==> src/rtl/muldiv_pkg.sv <==
// Shared definitions for the multiply/divide sequencer and the HI/LO source muxes.
package muldiv_pkg;

    typedef enum logic [2:0] {
        IDLE,
        M_START,
        M_RUN,
        D_START,
        D_RUN,
        WB,
        FIN,
        DZ
    } seqState_t;

    localparam logic SEL_MULT = 1'b0;
    localparam logic SEL_DIV  = 1'b1;

endpackage

==> src/rtl/muldiv_cycle_counter.sv <==
// Loadable down-counter that times the fixed latency of the multiply/divide units.
module muldiv_cycle_counter #(
    parameter int CNT_W = 6
) (
    input  logic             clk,
    input  logic             reset,
    input  logic             load,
    input  logic [CNT_W-1:0] loadValue,
    input  logic             decEn,
    output logic [CNT_W-1:0] count,
    output logic             zero
);

    // Load wins over decrement; the count saturates at zero instead of wrapping.
    always_ff @(posedge clk or negedge reset) begin
        if (!reset) begin
            count <= '0;
        end else if (load) begin
            count <= loadValue;
        end else if (decEn && (count != '0)) begin
            count <= count - 1'b1;
        end
    end

    assign zero = (count == '0);

endmodule

==> src/rtl/muldiv_sequencer.sv <==
// Sequences the shared multiply/divide units: start pulse, latency count, HI/LO write, done.
module muldiv_sequencer
    import muldiv_pkg::*;
#(
    parameter int MULT_CYCLES = 32,
    parameter int DIV_CYCLES  = 32,
    parameter int CNT_W       = 6
) (
    input  logic clk,
    input  logic reset,
    input  logic req_mult,
    input  logic req_div,
    input  logic b_is_zero,
    input  logic flush,
    output logic mult_ctrl,
    output logic div_ctrl,
    output logic mult_div_sel,
    output logic hi_we,
    output logic lo_we,
    output logic busy,
    output logic done,
    output logic div0_excp
);

    localparam logic [CNT_W-1:0] MULT_LOAD = CNT_W'(MULT_CYCLES - 1);
    localparam logic [CNT_W-1:0] DIV_LOAD  = CNT_W'(DIV_CYCLES - 1);

    seqState_t        state;
    seqState_t        nextState;
    logic             selReg;
    logic             selNext;
    logic             cntLoad;
    logic [CNT_W-1:0] cntLoadValue;
    logic             cntDec;
    logic [CNT_W-1:0] cntValue;
    logic             cntZero;

    always_ff @(posedge clk or negedge reset) begin
        if (!reset) begin
            state  <= IDLE;
            selReg <= SEL_MULT;
        end else begin
            state  <= nextState;
            selReg <= selNext;
        end
    end

    // FIN dispatches like IDLE so a new request can start right after done.
    always_comb begin
        nextState = state;
        selNext   = selReg;
        unique case (state)
            IDLE, FIN: begin
                nextState = IDLE;
                if (!flush) begin
                    if (req_mult) begin
                        nextState = M_START;
                        selNext   = SEL_MULT;
                    end else if (req_div && b_is_zero) begin
                        nextState = DZ;
                    end else if (req_div) begin
                        nextState = D_START;
                        selNext   = SEL_DIV;
                    end
                end
            end
            M_START: nextState = M_RUN;
            M_RUN:   nextState = cntZero ? WB : M_RUN;
            D_START: nextState = D_RUN;
            D_RUN:   nextState = cntZero ? WB : D_RUN;
            WB:      nextState = FIN;
            DZ:      nextState = IDLE;
        endcase
        if (flush) begin
            nextState = IDLE;
        end
    end

    assign cntLoad      = (state == M_START) || (state == D_START);
    assign cntLoadValue = (state == D_START) ? DIV_LOAD : MULT_LOAD;
    assign cntDec       = ((state == M_RUN) || (state == D_RUN)) && (cntValue != '0);

    muldiv_cycle_counter #(
        .CNT_W(CNT_W)
    ) uCounter (
        .clk      (clk),
        .reset    (reset),
        .load     (cntLoad),
        .loadValue(cntLoadValue),
        .decEn    (cntDec),
        .count    (cntValue),
        .zero     (cntZero)
    );

    assign mult_ctrl    = (state == M_START);
    assign div_ctrl     = (state == D_START);
    assign hi_we        = (state == WB);
    assign lo_we        = (state == WB);
    assign done         = (state == FIN);
    assign div0_excp    = (state == DZ);
    assign busy         = (state != IDLE);
    assign mult_div_sel = selReg;

endmodule

==> config.mk <==
export PLATFORM = sky130hd
export DESIGN_NAME = muldiv_sequencer
export DESIGN_NICKNAME = d
export VERILOG_FILES = /design/src/rtl/muldiv_pkg.sv /design/src/rtl/muldiv_cycle_counter.sv /design/src/rtl/muldiv_sequencer.sv
export SDC_FILE = /design/constraint.sdc
export NUM_CORES = 1
export LEC_CHECK = 0
export CAP_MARGIN = 20
export CORE_MARGIN = 2
export CORE_UTILIZATION = 45
export CTS_CLUSTER_DIAMETER = 100
export DETAILED_ROUTE_END_ITERATION = 10
export PLACE_DENSITY = 0.69
export SYNTH_ARGS = -nofsm -noshare
export SYNTH_HDL_FRONTEND = slang
export SYNTH_HIERARCHICAL = 1
export SYNTH_SLANG_ARGS = --single-unit
==> constraint.sdc <==
create_clock -name clk -period 2.4 [get_ports clk]
set_clock_uncertainty 0.1 [all_clocks]
set_input_delay 0.36 -clock clk [delete_from_list [all_inputs] [get_ports clk]]
set_output_delay 0.36 -clock clk [all_outputs]
set_load 0.02 [all_outputs]
# After elaboration in Yosys (flattened, before gate mapping)
# Index checks and enable logic that the tools add are counted.
[totals]
word_cells = 38
regBits = 10
[op_classes]
n_eq_ne = 8
n_reduce_logical = 13
add_sub_neg = 1
mux = 12
n_bitwise = 1
[op_table]
columns = ["op", "n"]
rows = [
  ["case mux 3 bit (7 select lines)", 1],
  ["equality test 3 bit, second input constant", 4],
  ["2-to-1 mux 3 bit", 4],
  ["2-to-1 mux 6 bit", 2],
  ["equality test 3 x 2 -> 1 bit, second input constant", 2],
  ["zero test 6 bit", 1],
  ["nonzero test 6 bit", 1],
  ["subtractor 6 x 1 -> 6 bit, second input constant", 1],
  ["2-to-1 mux 1 bit", 4],
  ["AND reduction 4 bit", 1],
  ["nonzero test 2 bit", 2],
  ["equality test 3 x 1 -> 1 bit, second input constant", 1],
  ["logical AND 1 bit", 3],
  ["zero test 3 bit", 1],
  ["nonzero test 3 bit", 1],
  ["logical OR 1 bit", 2],
  ["2-to-1 mux 2 bit", 1],
  ["!= test 2 bit, second input constant", 1],
  ["OR reduction 2 bit", 1],
  ["NOT 1 bit", 1],
]

# Longest topological paths before layout
[depth]
ltp_word = 6
mapped_depth = 7
ltp_nobuf = 7

# Cells and area by module
# The synthesis kept the hierarchy.
[modules_own_cells]
columns = ["module", "area_per_inst_um2", "n_inst", "cells_per_inst"]
rows = [
  ["muldiv_cycle_counter", 395.4, 1, 44],
  ["muldiv_sequencer", 365.4, 1, 41],
]

# Least setup slack after synthesis
# No wires, ideal clock.
[synth_timing]
kind = "reg-to-reg"
from = "register state[2]"
to = "register uCounter.count[3]"
stages_incl_launch_ff = 7
slack_ns = 0.179
arrival_ns = 2.035
setup_ns = 0.087
cell_sequence = "dfrtp_1 buf_6 xnor2_4 nor3_1 or3b_1 or4_1 o211ai_1"
[synth_between]
elab_chain_cells = 5
[synth_rtl]
columns = ["element", "line", "rtl"]
rows = [
  ["start: declaration", "muldiv_sequencer.sv:28", "seqState_t state;"],
  ["start signal: assignment", "muldiv_sequencer.sv:43", "state <= nextState;"],
  ["equality test 3 x 2 -> 1 bit / equality test 3 bit (equally long branches)", "muldiv_sequencer.sv:81", "assign cntDec = ((state == M_RUN) || (state == D_RUN)) && (cntValue != '0);"],
  ["logical OR 1 bit *", "muldiv_sequencer.sv:81", ""],
  ["logical AND 1 bit *", "muldiv_sequencer.sv:81", ""],
  ["via cntDec", "muldiv_sequencer.sv:34", "logic cntDec;"],
  ["logical AND 1 bit *", "muldiv_cycle_counter.sv:20", "end else if (decEn && (count != '0)) begin"],
  ["nonzero test 2 bit (no source line) *", "--", ""],
  ["end signal: assignment", "muldiv_cycle_counter.sv:19", "count <= loadValue;"],
  ["end signal: assignment", "muldiv_cycle_counter.sv:21", "count <= count - 1'b1;"],
  ["end: declaration", "muldiv_cycle_counter.sv:10", "output logic [CNT_W-1:0] count,"],
]
# Mark *: on every way through the listed nets, which the timed path passes. The rest lies on a longest branch.
# A chain may end at the register's enable or synchronous reset.

# Worst setup path in the final report
[layout_timing]
from = "register state[2]"
to = "output busy"
[layout_between]
elab_chain_cells = 1
[layout_rtl]
columns = ["element", "line", "rtl"]
rows = [
  ["nonzero test 3 bit", "muldiv_sequencer.sv:101", "assign busy = (state != IDLE);"],
  ["end: declaration", "muldiv_sequencer.sv:20", "output logic busy,"],
]
# Every way passes these cells.

==> results.yml <==
clocking:
  cts_resized: 0
  cts_setup_buffers: 0
  cts.htree.levels: 1
  ctsHoldBuffers: 0
  insertion_delay_ps: 270
  cts.sinks: 10
  cts_buffer_depth: 2
  cts_root_buf: "clkbuf_4"
  cts_buffers: 3
  tritoncts: "yes"
  clk_pin_slew_ps: 80
global_route:
  overflow: 0
  grt_pass1_wl_um: 2620
  grt_use_total_pct: 17.6
  antenna_found_initial: 0
  grt_max_degree: 13
  grt_pass1_vias: 566
logic_synthesis:
  ys_async_sr_fraction_pct: 100
  yosysWarnings: 6
  synth_edf_count: 0
  synth-seq-area-share_pct: 32.9
  ys_types: 40
  avgSynthCellArea_sq_um: 8.95
  synth-seq-cells: 10
  synthCells: 85
  netlist_area_sq_um: 761
  ys.flop_type: "dfrtp_1"
place:
  hpwl_um: 1080
  placed_area_sq_um: 897
  place_congestion: 0.779
  port_buffers: 13
setup_path:
  cp.arrival_ps: 1850
  crit_required_ps: 1940
  worstPathMaxFanout: 10
  start_kind: "register"
  cp-end-kind: "output pin"
  worst-setup-path-type: "register to output pin"
detailed_routing:
  dr.pass1.iters: 4
  drt-wirelength-per-cell_um: 12.5
  drtIter0Drc: 19
  drc_errors: 0
  vias: 665
  routed_via_density: 5.64
  ant_nets: 0
  routed_wirelength_um: 1470
timing:
  rsz0062_at_grt: "no"
  fin_crit_sh_pct: 96.0
  slew_viol_final: 0
  post-route-min-period_ps: 2310
  setup_tns_ps: 0
  hold_viol_final: 0
  setup_violations: 0
  fmax_mhz: 434
power:
  total_power_mw: 1.19
  p_per_area_mw_per_mm2: 1280
  peakVddDrop_mv: 0.635
  p_leak_nw: 0.393
layout:
  fillers: 153
  postLayoutCellArea_sq_um: 933
  drive_gt1_share_pct: 14.7
  mostFrequentLayoutCells: "13 x clkdlybuf4s50_1, 10 x nor2_1, 10 x dfrtp_1, 6 x conb_1, 5 x inv_1"
  flow.area_growth_from_synthesis_pct: 22.7
  diodes: 0
  layout.nets: 111
  layout_commonest_cell: "clkdlybuf4s50_1"
die:
  rows: 14
  fp.dieH_um: 45.1
  core_sq_mm: 0.00154
  die_area_sq_mm: 0.00204
  start_util_pct: 49.4
  die_width_um: 45.1
  ios: 14
status:
  outcome: "finished, final reports clean"
flow_run:
  cap_violations: 0
worst_hold_path:
  hp-class: "input port to asynchronous set/reset pin"
[cell families (layout without fill, tap and decap cells)]
| group | Yosys count | after routing | synth area share, % |
|---|---|---|---|
| XOR/XNOR | 1 | 1 | 3.62 |
| other | 2 | 6 | 0.987 |
| buffers and inverters | 11 | 24 | 8.22 |
| adder cells (fa/ha/maj) | 2 | 2 | 3.29 |
| AO/OA/AOI/OAI | 20 | 20 | 20.2 |
| AND/OR/NAND/NOR | 39 | 39 | 30.8 |
| flip-flops | 10 | 10 | 32.9 |
[Yosys cell counts, drive strengths merged, types with 2 or more instances]
| cell | number | area share, % |
|---|---|---|
| or3b | 4 | 4.6 |
| and2 | 2 | 2.0 |
| a31oi | 3 | 2.5 |
| inv | 5 | 2.5 |
| o31ai | 2 | 2.0 |
| dfrtp | 10 | 33 |
| or3 | 2 | 1.8 |
| nor2 | 10 | 4.9 |
| ha | 2 | 3.3 |
| nor3 | 3 | 2.0 |
| nand2 | 4 | 2.0 |
| or4 | 4 | 3.9 |
| nor3b | 2 | 2.0 |
| conb | 2 | 0.99 |
| o21ai | 2 | 1.3 |
| buf | 6 | 5.8 |
| o2111ai | 2 | 2.3 |
| a21oi | 2 | 1.3 |
| o211ai | 2 | 2.0 |
[worst paths after layout]
check / startpoint / end / slack [ps] / cells after the start
setup / recovery: state[2] / busy / 90 / 2
hold / removal: reset / state[1] / 310 / 1
setup reg to reg: state[2] / uCounter/count[5] / 240 / 5
hold reg to reg: mult_div_sel / mult_div_sel / 480 / 2
max in group asynchronous: reset / uCounter/count[2] / 1570 / 1
min in group clk: mult_div_sel / mult_div_sel / 480 / 2
[per-stage QoR]
step / utilization [%] / hold slack, ps / std cells / setup slack (ps)
after detailed placement: 58.2 / 464 / 114 / 250
after global placement: 58.2 / 468 / 114 / 330
after CTS: 60.6 / 329 / 118 / 80.9
final: 60.6 / 309 / 118 / 94.9
after floorplan: - / -35.6 / 89 / 179
after global routing: 60.6 / 361 / 118 / 8.39
[report_power, final]
group,leakage (nW),internal (mW),total [mW],switching [mW]
sequential,0.121,0.251,0.385,0.133
combinational,0.251,0.338,0.652,0.314
clock,0.0210,0.0921,0.158,0.0663
[layout make-up]
cell class	count	area, sq um	area share (%)
Inverter	5	18.8	2.01
Tap cell	16	20.0	2.14
Clock buffer	4	36.3	3.89
Sequential cell	10	250	26.8
Timing Repair Buffer	15	145	15.5
Multi-Input combinational cell	68	463	49.6
[critical path: stages, from the launching register on]
cell	delay (ps)
dfrtp_1	520
or3_2	510
clkdlybuf4s50_1	550
[sequential cells by signal, indices dropped and copies added (netlist names)]
signal / cells
mult_div_sel: 1
uCounter/count: 6
state: 3
[routing by layer]
metal  vias to the layer above  part of all wire [%]  track usage (%)  routed length [um]
met4                         0                  0.88             5.29                  13
met2                        15                    44             24.6                 649
li1                        344                     -                -                   -
met1                       304                    52             26.3                 761
met3                         2                   3.3             4.80                  48
met5                         -                     0                0                   0
Power figures use the tool's default switching activity.
==> RTL edit (same settings) <==
The 8 states of `seqState_t` get a one-hot encoding in 8 bits.
--- a/src/rtl/muldiv_pkg.sv
+++ b/src/rtl/muldiv_pkg.sv
@@ -3,11 +3,11 @@
 
-    typedef enum logic [2:0] {
-        IDLE,
-        M_START,
-        M_RUN,
-        D_START,
-        D_RUN,
-        WB,
-        FIN,
-        DZ
+    typedef enum logic [7:0] {
+        IDLE    = 8'b00000001,
+        M_START = 8'b00000010,
+        M_RUN   = 8'b00000100,
+        D_START = 8'b00001000,
+        D_RUN   = 8'b00010000,
+        WB      = 8'b00100000,
+        FIN     = 8'b01000000,
+        DZ      = 8'b10000000
     } seqState_t;
Function: same outputs for any inputs over 10 cycles, from zero or initial values and one cycle with reset low; not proved beyond that.
==> RTL edit against the unedited design <==
  * Wire length is 50% higher
  * Cell count is 36% higher
  * First-iteration DRC count is 37% higher
  * Total power is 39% lower
  * Critical endpoint is now uCounter/count[3]$_DFFE_PN0P_
  * Synthesized area is 26% higher
  * Sequential cell count is 5 higher
  * Synthesized cell count is 22% higher
  * Sequential share of layout area is 3.2 points higher
  * Largest power group is now sequential cells
  * Critical path depth is 5 higher
  * Final area is 34% higher
  * Sequential power is 9.9% lower
  * Setup slack worse by 0.078 ns
==> RTL edit: results (changes against the unedited design) <==
metric;value;unit;change
crit-path max FO;4;;-6
register name with the most flops;state;;
met2 GRT Util;0.287;;+0.0416
Syn Area/Cell;9.20;um2;+2.8%
# fillers;168;;+9.8%
drt first-iter violations;26;;+7
crit end category;flip-flop;;
Cell Area, Placed;0.00122;mm2;+36%
met3 WL;106;um;+120%
top post-synthesis cells by area;dfrtp_1 (37%), nor2_1 (5.1%), nor4_1 (3.9%);;
min Tclk post-route;2.38;ns;+0.0783 ns
DP HPWL;1640;um;+52%
GRT met3 Usage;0.0364;;-0.0116
share of layout cells above drive strength 1;0.201;;+0.0544
Adder-Cell Fraction of Synth Area;0.0261;;-0.00675
final hold slack;0.383;ns;+0.0746 ns
CP max stage cell;or4_4;;
commonest cells in the netlist;dfrtp_1 (14), nor2_1 (13), nand2_1 (7), inv_1 (6), nor4_1 (6);;
status;finished, final reports clean;;
max reg flops;8;;+2
DR vias;888;;+34%
largest net degree at the start of global routing;16;;+3
All-Layer GR Usage;0.199;;+0.0230
wl on met1;1070;um;+40%
Max VDD drop;0.366;mV;-42%
CP endpoint;uCounter/count[3]$_DFFE_PN0P_;;
clk slew on worst S/H paths;0.10;ns;+0.02 ns
Nets;143;;+29%
Reg2Reg Setup Slack;0.02;ns;-0.22 ns
==> RTL edit: power breakdown <==
part           leakage (nW)  switching [mW]  internal (mW)
Combinational         0.350           0.123          0.106
Sequential            0.189          0.0501          0.297
Clock                0.0150          0.0843         0.0645
==> RTL edit: what timing repair did <==
| item | CTS | global route |
|---|---|---|
| pin swaps | 2 | 0 |
| buffers inserted | 1 | 1 |
| gates resized for setup | 6 | 5 |
| hold buffers | 0 | 0 |
| endpoints found under the setup margin | 7 | 5 |
==> RTL edit: cell type report <==
| cell class | instances | area [um2] | area share |
|---|---|---|---|
| inverter | 6 | 22.5 | 0.0180 |
| multi-input combinational | 83 | 576 | 0.459 |
| sequential | 15 | 377 | 0.300 |
| clock buffer | 4 | 26.3 | 0.0210 |
| tap | 27 | 33.8 | 0.0269 |
| timing repair buffer | 26 | 219 | 0.175 |
